$ cat config.mk
export PLATFORM = sky130hd
export DESIGN_NAME = rram_xbar_seq_flat
export DESIGN_NICKNAME = d
export VERILOG_FILES = /design/src/rtl/rram_xbar_seq_if.sv /design/src/rtl/rram_xbar_seq.sv /design/src/flat_wrapper.sv
export SDC_FILE = /design/constraint.sdc
export NUM_CORES = 1
export LEC_CHECK = 0
export ABC_AREA = 1
export CAP_MARGIN = 20
export CORE_ASPECT_RATIO = 1.1
export CORE_MARGIN = 3
export CORE_UTILIZATION = 40
export CTS_CLUSTER_SIZE = 12
export DETAILED_ROUTE_END_ITERATION = 8
export PLACE_DENSITY = 0.7
export SYNTH_ARGS = -nofsm -noshare
export SYNTH_HDL_FRONTEND = slang
export SYNTH_SLANG_ARGS = --single-unit
$ cat constraint.sdc
create_clock -name clk -period 2.91 [get_ports clk]
set_clock_uncertainty 0.2 [all_clocks]
set_input_delay 0.873 -clock clk [delete_from_list [all_inputs] [get_ports clk]]
set_output_delay 0.873 -clock clk [all_outputs]
set_load 0.05 [all_outputs]
$ cat src/rtl/rram_xbar_seq_if.sv
// Bus between the RRAM crossbar sequencer and its controller.
//   start, mode, abort : operation request / select / cancel (controller -> sequencer)
//   wdata[15:0]        : 4x4 weight matrix, row r in wdata[4r+3:4r]
//   xin[3:0]           : compute input vector
//   Dwl/Dsl/Dbl[3:0]   : word-, source-, bit-line enables to the cell array
//   Dset               : 1 = SET-level bit-line drive, 0 = read-level drive
//   busy, sample, done : status, analog-sum-valid strobe, completion pulse
interface rram_xbar_seq_if;
  logic        start;
  logic        mode;
  logic        abort;
  logic [15:0] wdata;
  logic [3:0]  xin;
  logic [3:0]  Dwl;
  logic [3:0]  Dsl;
  logic [3:0]  Dbl;
  logic        Dset;
  logic        busy;
  logic        sample;
  logic        done;

  modport master (
    output start, mode, abort, wdata, xin,
    input  Dwl, Dsl, Dbl, Dset, busy, sample, done
  );

  modport slave (
    input  start, mode, abort, wdata, xin,
    output Dwl, Dsl, Dbl, Dset, busy, sample, done
  );
endinterface

$ cat src/rtl/rram_xbar_seq.sv
// RRAM 4x4 crossbar sequencer.
// Program mode SETs the array one row at a time (pulse then all-zero gap per
// row); compute mode drives all word lines with the input vector on the bit
// lines, waits a settle time and strobes sample.
// Ports: clk, rst (async, active-high), bus (rram_xbar_seq_if.slave).
// Every output is a register loaded from the next-state decode, so the line
// drive for a state appears in the same cycle the state is entered.
module rram_xbar_seq #(
  parameter int PULSE_CYC  = 8,
  parameter int GAP_CYC    = 1,
  parameter int SETTLE_CYC = 4
) (
  input  logic            clk,
  input  logic            rst,
  rram_xbar_seq_if.slave  bus
);

  localparam logic [7:0] PULSE_LAST  = 8'(PULSE_CYC - 1);
  localparam logic [7:0] GAP_LAST    = 8'(GAP_CYC - 1);
  localparam logic [7:0] SETTLE_LAST = 8'(SETTLE_CYC - 1);

  typedef enum logic [2:0] {
    IDLE,
    PROG_PULSE,
    PROG_GAP,
    CMP_SETTLE,
    CMP_SAMPLE,
    DONE
  } state_t;

  state_t      state, state_n;
  logic [7:0]  cnt, cnt_n;
  logic [1:0]  row, row_n;
  logic [15:0] wlat, wlat_n;
  logic [3:0]  xlat, xlat_n;
  logic        mode_lat, mode_n;

  logic [3:0]  dwl_n, dsl_n, dbl_n;
  logic        dset_n, busy_n, sample_n, done_n;

  always_comb begin
    state_n  = state;
    cnt_n    = cnt + 8'd1;
    row_n    = row;
    wlat_n   = wlat;
    xlat_n   = xlat;
    mode_n   = mode_lat;

    case (state)
      IDLE: begin
        cnt_n = '0;
        // start together with abort is treated as no request
        if (bus.start && !bus.abort) begin
          wlat_n  = bus.wdata;
          xlat_n  = bus.xin;
          mode_n  = bus.mode;
          row_n   = '0;
          state_n = bus.mode ? CMP_SETTLE : PROG_PULSE;
        end
      end
      PROG_PULSE: begin
        if (cnt == PULSE_LAST) begin
          cnt_n   = '0;
          state_n = PROG_GAP;
        end
      end
      PROG_GAP: begin
        if (cnt == GAP_LAST) begin
          cnt_n = '0;
          if (row == 2'd3) begin
            state_n = DONE;
          end else begin
            row_n   = row + 2'd1;
            state_n = PROG_PULSE;
          end
        end
      end
      CMP_SETTLE: begin
        if (cnt == SETTLE_LAST) begin
          cnt_n   = '0;
          state_n = CMP_SAMPLE;
        end
      end
      CMP_SAMPLE: begin
        cnt_n   = '0;
        state_n = DONE;
      end
      DONE: begin
        cnt_n   = '0;
        state_n = IDLE;
      end
      default: begin
        cnt_n   = '0;
        state_n = IDLE;
      end
    endcase

    // abort wins over every other transition, including the DONE exit
    if (state != IDLE && bus.abort) begin
      state_n = IDLE;
      cnt_n   = '0;
      row_n   = '0;
    end

    // output decode from the state being entered
    dwl_n    = '0;
    dsl_n    = '0;
    dbl_n    = '0;
    dset_n   = 1'b0;
    busy_n   = (state_n != IDLE);
    sample_n = 1'b0;
    done_n   = 1'b0;
    case (state_n)
      PROG_PULSE: begin
        dwl_n  = 4'b0001 << row_n;
        dbl_n  = wlat_n[{row_n, 2'b00} +: 4];
        dset_n = 1'b1;
      end
      CMP_SETTLE: begin
        dwl_n = 4'hF;
        dbl_n = xlat_n;
      end
      CMP_SAMPLE: begin
        dwl_n    = 4'hF;
        dbl_n    = xlat_n;
        sample_n = 1'b1;
      end
      DONE: begin
        done_n = 1'b1;
      end
      default: ;
    endcase
  end

  always_ff @(posedge clk or posedge rst) begin
    if (rst) begin
      state      <= IDLE;
      cnt        <= '0;
      row        <= '0;
      wlat       <= '0;
      xlat       <= '0;
      mode_lat   <= 1'b0;
      bus.Dwl    <= '0;
      bus.Dsl    <= '0;
      bus.Dbl    <= '0;
      bus.Dset   <= 1'b0;
      bus.busy   <= 1'b0;
      bus.sample <= 1'b0;
      bus.done   <= 1'b0;
    end else begin
      state      <= state_n;
      cnt        <= cnt_n;
      row        <= row_n;
      wlat       <= wlat_n;
      xlat       <= xlat_n;
      mode_lat   <= mode_n;
      bus.Dwl    <= dwl_n;
      bus.Dsl    <= dsl_n;
      bus.Dbl    <= dbl_n;
      bus.Dset   <= dset_n;
      bus.busy   <= busy_n;
      bus.sample <= sample_n;
      bus.done   <= done_n;
    end
  end

endmodule

$ cat src/flat_wrapper.sv
// flat-port wrapper written by rule: the top's interface ports become plain ports
module rram_xbar_seq_flat 
#(
  parameter int PULSE_CYC  = 8,
  parameter int GAP_CYC    = 1,
  parameter int SETTLE_CYC = 4
)
  (clk, rst, bus_start, bus_mode, bus_abort, bus_wdata, bus_xin, bus_Dwl, bus_Dsl, bus_Dbl, bus_Dset, bus_busy, bus_sample, bus_done);
  rram_xbar_seq_if bus_i ();
  input  logic clk;
  input  logic rst;
  input wire logic [$bits(bus_i.start)-1:0] bus_start;
  input wire logic [$bits(bus_i.mode)-1:0] bus_mode;
  input wire logic [$bits(bus_i.abort)-1:0] bus_abort;
  input wire logic [$bits(bus_i.wdata)-1:0] bus_wdata;
  input wire logic [$bits(bus_i.xin)-1:0] bus_xin;
  output wire logic [$bits(bus_i.Dwl)-1:0] bus_Dwl;
  output wire logic [$bits(bus_i.Dsl)-1:0] bus_Dsl;
  output wire logic [$bits(bus_i.Dbl)-1:0] bus_Dbl;
  output wire logic [$bits(bus_i.Dset)-1:0] bus_Dset;
  output wire logic [$bits(bus_i.busy)-1:0] bus_busy;
  output wire logic [$bits(bus_i.sample)-1:0] bus_sample;
  output wire logic [$bits(bus_i.done)-1:0] bus_done;
  assign bus_i.start = bus_start;
  assign bus_i.mode = bus_mode;
  assign bus_i.abort = bus_abort;
  assign bus_i.wdata = bus_wdata;
  assign bus_i.xin = bus_xin;
  assign bus_Dwl = bus_i.Dwl;
  assign bus_Dsl = bus_i.Dsl;
  assign bus_Dbl = bus_i.Dbl;
  assign bus_Dset = bus_i.Dset;
  assign bus_busy = bus_i.busy;
  assign bus_sample = bus_i.sample;
  assign bus_done = bus_i.done;
  rram_xbar_seq #(.PULSE_CYC(PULSE_CYC), .GAP_CYC(GAP_CYC), .SETTLE_CYC(SETTLE_CYC)) u_core (.clk(clk), .rst(rst), .bus(bus_i));
endmodule
==> summary.txt, run 1 <==
Logic synthesis
  • Syn Area/Cell: 8.09 um2
  • Synth unique cells: 30
  • Ys Warns: 0
  • Cell area after synthesis: 2260 um2
  • #FFs+latches synth: 45
  • EDFF count, synth: 0
  • Top_reg_cell synth: dfrtp_1
  • Commonest cells post-synth: nand2_1 (119), dfrtp_1 (45), inv_1 (22)
  • Yosys top cell area share: 0.497
  • Cell taking the most area after synthesis: dfrtp_1
  • Share of synthesized area occupied by flip-flops and latches: 0.497
  • Count leader, synth: nand2_1
  • Syn Inst Count: 280
  • Area contributors post-synth: dfrtp_1 (50%), nand2_1 (20%), inv_1 (3.6%)
  • Asr flop ratio synth: 1.00

Critical path
  • Crit Path Class: reg2out
  • Worst-path fanout max: 1
  • Slowest cell on crit path: clkdlybuf4s50_1
  • CP delay by family, top: buffers and inverters
  • CP peak stage delay: 0.80 ns
  • Critical-path cell list: clkdlybuf4s50_1
  • Setup crit end kind: output pin
  • Worst Path Arrival: 1.44 ns
  • Buf/Inv on CP: 1
  • Critical path required time: 1.84 ns
  • CP Launch Type: register

Clock tree
  • Root Driver: clkbuf_8
  • CTS HTree Levels: 2
  • CTS resizes: 0
  • Clock Path Buffers: 2
  • CTS tree: built
  • Setup Fix Bufs, Post-CTS: 0
  • Hold Buf Count CTS: 0
  • Clock sinks: 45
  • CTS buffer count: 5
  • Clk pin slew, worst setup/hold paths: 0.08 ns
  • Skew-Pair Late Insertion Delay: 0.30 ns

Layout
  • # fillers: 518
  • Syn-to-layout area delta: 24.0%
  • Area occupied by multi-input gates: 988 um2
  • Antenna cells: 0
  • Layout cells sized above 1: 0.124
  • Final net count: 350
  • Register area: 1130 um2
  • Final Instance Area: 2810 um2

Worst hold path
  • Worst hold path type: reg2reg

Placement
  • Post-Place Cell Area: 2730 um2
  • IO buf count: 36
  • Post-DP HPWL: 3490 um
  • Routability congestion estimate from global placement: 0.828

Routing
  • Vias: 1846
  • Met3 Wirelength: 180 um
  • Number of DRC markers in iteration 0: 72
  • First-pass iteration count of the detailed router: 4
  • Met2 wire length: 2340 um
  • Metal1 wirelength: 1980 um
  • Drt drc: 0
  • Max Used Layer: met4
  • Routed WL per cell: 11.5 um
  • Final ANT Viol Nets: 0
  • Vias per cell: 4.64
  • Final WL: 4590 um

STA
  • Measured slew at the worst slew-check pin: 0.658 ns
  • Setup_tns: 0 ns
  • Max-slew violations: 0
  • Relative slew slack: 0.558
  • Fin crit period: 2.52 ns
  • F_max: 398 MHz
  • Final period utilization: 0.864
  • Final hold vios: 0
  • RSZ-0062 raised after global routing: no
  • Final setup violation count: 0

Power
  • Leakage Power: 0.00147 uW
  • Power share of the clock group: 0.162
  • Switch share: 0.421
  • Register share of total power: 0.390
  • VDD IR-drop max: 0.000413 V
  • PwrDens: 828 nW/um2
  • Comb power frac: 0.448
  • Sw power: 980 uW
  • Int Pwr: 1350 uW

Floorplanning
  • Die Ht: 84.9 um
  • Initial core utilization: 0.417
  • Core Footprint: 5430 um2
  • Die area: 6600 um2
  • FP Rows: 28
  • Die W: 77.7 um
  • Boundary Pins: 41

GRT
  • Grt ovf: 0
  • First-pass GRT wire length: 7900 um
  • Largest net degree at the start of global routing: 29
  • Total global routing track utilization: 0.151
  • Vias in the first global route: 1809
  • Initial antenna violation count: 0

Run status
  • Run status: completed

Job
  • Max Cap Viol: 0
==> cells by family (layout without fill, tap and decap cells) <==
group	count (synthesis)	count (layout)	share of synthesized area
buffers and inverters	35	75	0.0713
flip-flops	45	45	0.497
adder cells (fa/ha/maj)	2	2	0.0110
XOR/XNOR	2	2	0.00774
AO/OA/AOI/OAI	13	13	0.0343
other	1	4	0.00166
AND/OR/NAND/NOR	182	182	0.377
==> power groups by stage <==
stage / Combinational, uW / Clock [uW] / Sequential (uW)
finish: 1040 / 378 / 906
detailed placement: 1050 / 0 / 920
global route: 1170 / 420 / 924
global placement: 1030 / 0 / 921
CTS: 1050 / 390 / 908
floorplan: 635 / 0 / 1050
==> stage by stage <==
step	setup slack, ns	total power [uW]	cells	util	hold WS, ns
after floorplan	0.778	1690	283	-	0.245
after global placement	0.103	1950	391	0.502	0.264
after detailed placement	0.0763	1970	391	0.502	0.265
after CTS	0.372	2350	398	0.517	0.289
after global routing	0.195	2510	398	0.517	0.309
final	0.395	2330	398	0.517	0.286
==> worst register-to-register path, cell delays in order, from the launching register on <==
cell     delay, ns
dfrtp_1       0.41
inv_1         0.08
ha_1          0.15
nand2_1       0.09
nor2_4        0.23
nand2_4       0.09
nand2_4       0.10
nand3_2       0.22
nand2_1       0.13
nand2_1       0.07
nand2_1       0.06
nand2_1       0.05
nand2_1       0.06
nand2_1       0.06
==> cells in the final DEF, fill, tap and decap left out <==
cell type / instances
conb_1: 4
nand3_1: 11
nor2_4: 5
and3_1: 1
a21oi_1: 4
o211ai_1: 2
nor2_1: 15
xor2_1: 2
nand3_2: 3
nand4_1: 8
o21ai_1: 3
ha_1: 2
nand4_4: 1
clkinv_1: 1
buf_4: 6
clkbuf_8: 5
nor3b_1: 2
dfrtp_1: 45
or2_1: 1
nand2_1: 119
nand2_4: 2
clkinv_4: 1
clkdlybuf4s50_1: 36
buf_12: 1
nand2_2: 6
nor2_2: 4
clkbuf_1: 1
nor3_2: 1
o21ai_0: 2
o21ai_2: 2
inv_1: 21
inv_2: 3
nor3_1: 3
==> routing by layer <==
layer,track usage,up-vias
met5,0,-
met4,0.0566,0
met3,0.0329,9
met2,0.266,37
met1,0.179,854
li1,-,946
==> path summary, 6_finish.rpt <==
kind | slack [ns] | to | start | cells after the start
max | 0.39 | bus_Dbl[2] | u_core.bus.Dbl[2]$_DFF_PP0_ | 1
min reg2reg | 0.29 | u_core.xlat[2]$_DFF_PP0_ | u_core.xlat[2]$_DFF_PP0_ | 2
max reg2reg | 0.80 | u_core.bus.Dbl[3]$_DFF_PP0_ | u_core.cnt[0]$_DFF_PP0_ | 13
min in group asynchronous | 0.70 | u_core.wlat[8]$_DFF_PP0_ | rst | 2
max in group asynchronous | 1.30 | u_core.wlat[4]$_DFF_PP0_ | rst | 3
min | 0.29 | u_core.xlat[2]$_DFF_PP0_ | u_core.xlat[2]$_DFF_PP0_ | 2
==> layout make-up <==
cell class | count | area share
inverters | 25 | 0.0334
multi-input cells | 203 | 0.352
clock buffers | 6 | 0.0258
clock inverters | 1 | 0.00312
well taps | 75 | 0.0334
flip-flops and latches | 45 | 0.401
repair buffers | 43 | 0.151
==> flip-flops by register name (all words and copies together) (netlist names) <==
| register | count |
|---|---|
| u_core.row | 2 |
| u_core.bus.busy | 1 |
| u_core.bus.Dset | 1 |
| u_core.bus.sample | 1 |
| u_core.wlat | 16 |
| u_core.cnt | 8 |
| u_core.xlat | 4 |
| u_core.state | 3 |
| u_core.bus.Dwl | 4 |
| u_core.bus.done | 1 |
| u_core.bus.Dbl | 4 |
No activity file was read; power rests on OpenSTA's default activity.
==> run 2, diff against run 1 <==
CORE_UTILIZATION = 37   (was 40)
PLACE_DENSITY = 0.66   (was 0.7)
==> run 2 against run 1 <==
  * Worst setup slack worse by 0.0095 ns
  * Core utilization down 4.2 points
  * Total power down 0.20%
  * First-iteration DRC count up 1.4%
  * Non-clock buffer count down 4
  * Via count down 2.1%
  * Die area up 7.5%
  * Design area down 1.1%
  * Sequential share of layout area up 0.43 points
  * Sequential power about the same
  * Wire length up 0.87%
  * Final cell count down 0.25%
==> summary.txt, run 2 (synthesis gave the netlist of run 1 again) <==
Layout
  • Largest registers: u_core.wlat x16, u_core.cnt x8
  • Commonest non-fill, non-tap cell in the layout: nand2_1
  • Layout cells sized above 1: 0.119
  • Largest reg by FF count: u_core.wlat
  • Syn-to-layout area delta: 22.7%
  • Final net count: 346
  • Final Instance Area: 2780 um2
  • # fillers: 581
  • Largest register FFs: 16
  • Antenna cells: 0
  • Most frequent cells in the layout: nand2_1 (119), dfrtp_1 (45), clkdlybuf4s50_1 (36)

Critical path
  • CP delay by family, top: simple AND/OR/NAND/NOR gates
  • CP Launch Type: input pin
  • R2r endpoint: u_core.bus.Dwl[2]$_DFF_PP0_
  • CP peak stage delay: 0.48 ns
  • Slowest cell on crit path: clkdlybuf4s50_1
  • Critical path required time: 2.91 ns
  • Crit Path Class: in2reg
  • R2R setup slack: 0.89 ns
  • CP most frequent cell: nand2_1
  • Worst r2r path cells: 9
  • Setup crit end kind: register
  • Critical-path cell list: clkdlybuf4s50_1 > inv_1 > nor2_1 > nand3_1 > buf_4 > nand2_1 > nand2_1 > nand4_1 > nand2_1 > nand2_1 > nand2_1 > nand2_1 > nand2_1
  • Reg2reg start: u_core.cnt[0]$_DFF_PP0_
  • Buf/Inv on CP: 3
  • Worst Path Arrival: 2.52 ns
  • Worst-path fanout max: 19

Routing
  • Vias: 1807
  • Drt drc: 0
  • First-pass iteration count of the detailed router: 4
  • Vias per cell: 4.55
  • Final ANT Viol Nets: 0
  • Final WL: 4630 um
  • Routed WL per cell: 11.7 um
  • Number of DRC markers in iteration 0: 73

Power
  • Leakage Power: 0.00145 uW
  • Int Pwr: 1330 uW
  • Power consumption: 2320 uW
  • Power share of the clock group: 0.167
  • PwrDens: 835 nW/um2
  • Switch share: 0.426
  • VDD IR-drop max: 0.000367 V
  • Sw power: 990 uW
  • Comb power frac: 0.443
  • Register share of total power: 0.390

Clock tree
  • Clock sinks: 45
  • Setup Fix Bufs, Post-CTS: 0
  • CTS resizes: 0
  • Skew-Pair Late Insertion Delay: 0.30 ns
  • CTS tree: built
  • Clk pin slew, worst setup/hold paths: 0.09 ns
  • Root Driver: clkbuf_8
  • CTS buffer count: 5
  • Clock Path Buffers: 2
  • Hold Buf Count CTS: 0
  • CTS HTree Levels: 2

Job
  • Max Cap Viol: 0

GRT
  • Largest net degree at the start of global routing: 46
  • Initial antenna violation count: 0
  • First-pass GRT wire length: 8200 um
  • Total global routing track utilization: 0.149
  • Vias in the first global route: 1839
  • Grt ovf: 0

Worst hold path
  • Worst hold path type: reg2reg
  • Worst hold path endpoint: u_core.wlat[8]$_DFF_PP0_
  • Hold Path Origin: u_core.wlat[8]$_DFF_PP0_
  • Hold-critical path depth: 2

Placement
  • Post-DP HPWL: 3490 um
  • IO buf count: 36
  • Post-Place Cell Area: 2690 um2
  • Routability congestion estimate from global placement: 0.916

STA
  • Final setup violation count: 0
  • Max-slew violations: 0
  • Final period utilization: 0.868
  • Fin crit period: 2.52 ns
  • Setup_tns: 0 ns
  • Relative slew slack: 0.625
  • Final hold vios: 0
  • RSZ-0062 raised after global routing: no
  • Measured slew at the worst slew-check pin: 0.563 ns
  • F_max: 396 MHz

Floorplanning
  • FP Rows: 29
  • Die area: 7100 um2
  • Boundary Pins: 41
  • Core Footprint: 5840 um2
  • Initial core utilization: 0.388
  • Die W: 80.6 um
  • Die Ht: 88.1 um

Run status
  • Run status: completed
[run 2: worst min-delay path, cell delays in order (launching register included)]
cell and delay [ns]:
dfrtp_1 0.34, nand2_1 0.05, nand2_1 0.07
[run 2: power groups by stage]
stage | combinational (uW) | sequential (uW) | clock, uW
floorplan | 635 | 1050 | 0
global placement | 1020 | 917 | 0
detailed placement | 1040 | 920 | 0
CTS | 1040 | 906 | 403
global route | 1170 | 925 | 431
finish | 1030 | 905 | 388
[run 2: final cells by class]
cell class	count	area (um2)	share of cell area
clock buffers	5	68.8	0.0248
well taps	77	96.3	0.0347
clock inverters	3	22.5	0.00810
repair buffers	39	383	0.138
multi-input cells	203	988	0.356
inverters	25	93.8	0.0338
flip-flops and latches	45	1130	0.405
[run 2: metal layers]
metal  up-vias  share of wire  global-route usage  wire length (um)
met5         -              0                   0                 0
met4         0          0.015              0.0522                68
met3         8          0.036              0.0350               166
met2        33           0.48               0.248              2230
met1       825           0.47               0.191              2170
li1        941              -                   -                 -
[run 2: stage by stage]
stage	instances	hold slack, ns	util	setup WS, ns
after detailed placement	389	0.267	0.460	0.0591
after global routing	397	0.324	0.476	0.172
after CTS	397	0.291	0.476	0.377
after global placement	389	0.270	0.460	0.119
after floorplan	283	0.245	-	0.778
final	397	0.294	0.476	0.385
[run 2: worst max path at each step]
stage	start	end	slack, ns	cells after the start
final	bus_start	u_core.bus.Dbl[2]$_DFF_PP0_	0.39	13
after global routing	bus_abort	u_core.bus.Dbl[1]$_DFF_PP0_	0.17	12
after CTS	bus_start	u_core.bus.Dbl[2]$_DFF_PP0_	0.38	13
after detailed placement	bus_start	u_core.bus.Dbl[2]$_DFF_PP0_	0.06	13
after global placement	bus_start	u_core.bus.Dbl[2]$_DFF_PP0_	0.12	13
after floorplan	rst	u_core.bus.Dbl[0]$_DFF_PP0_	0.78	1
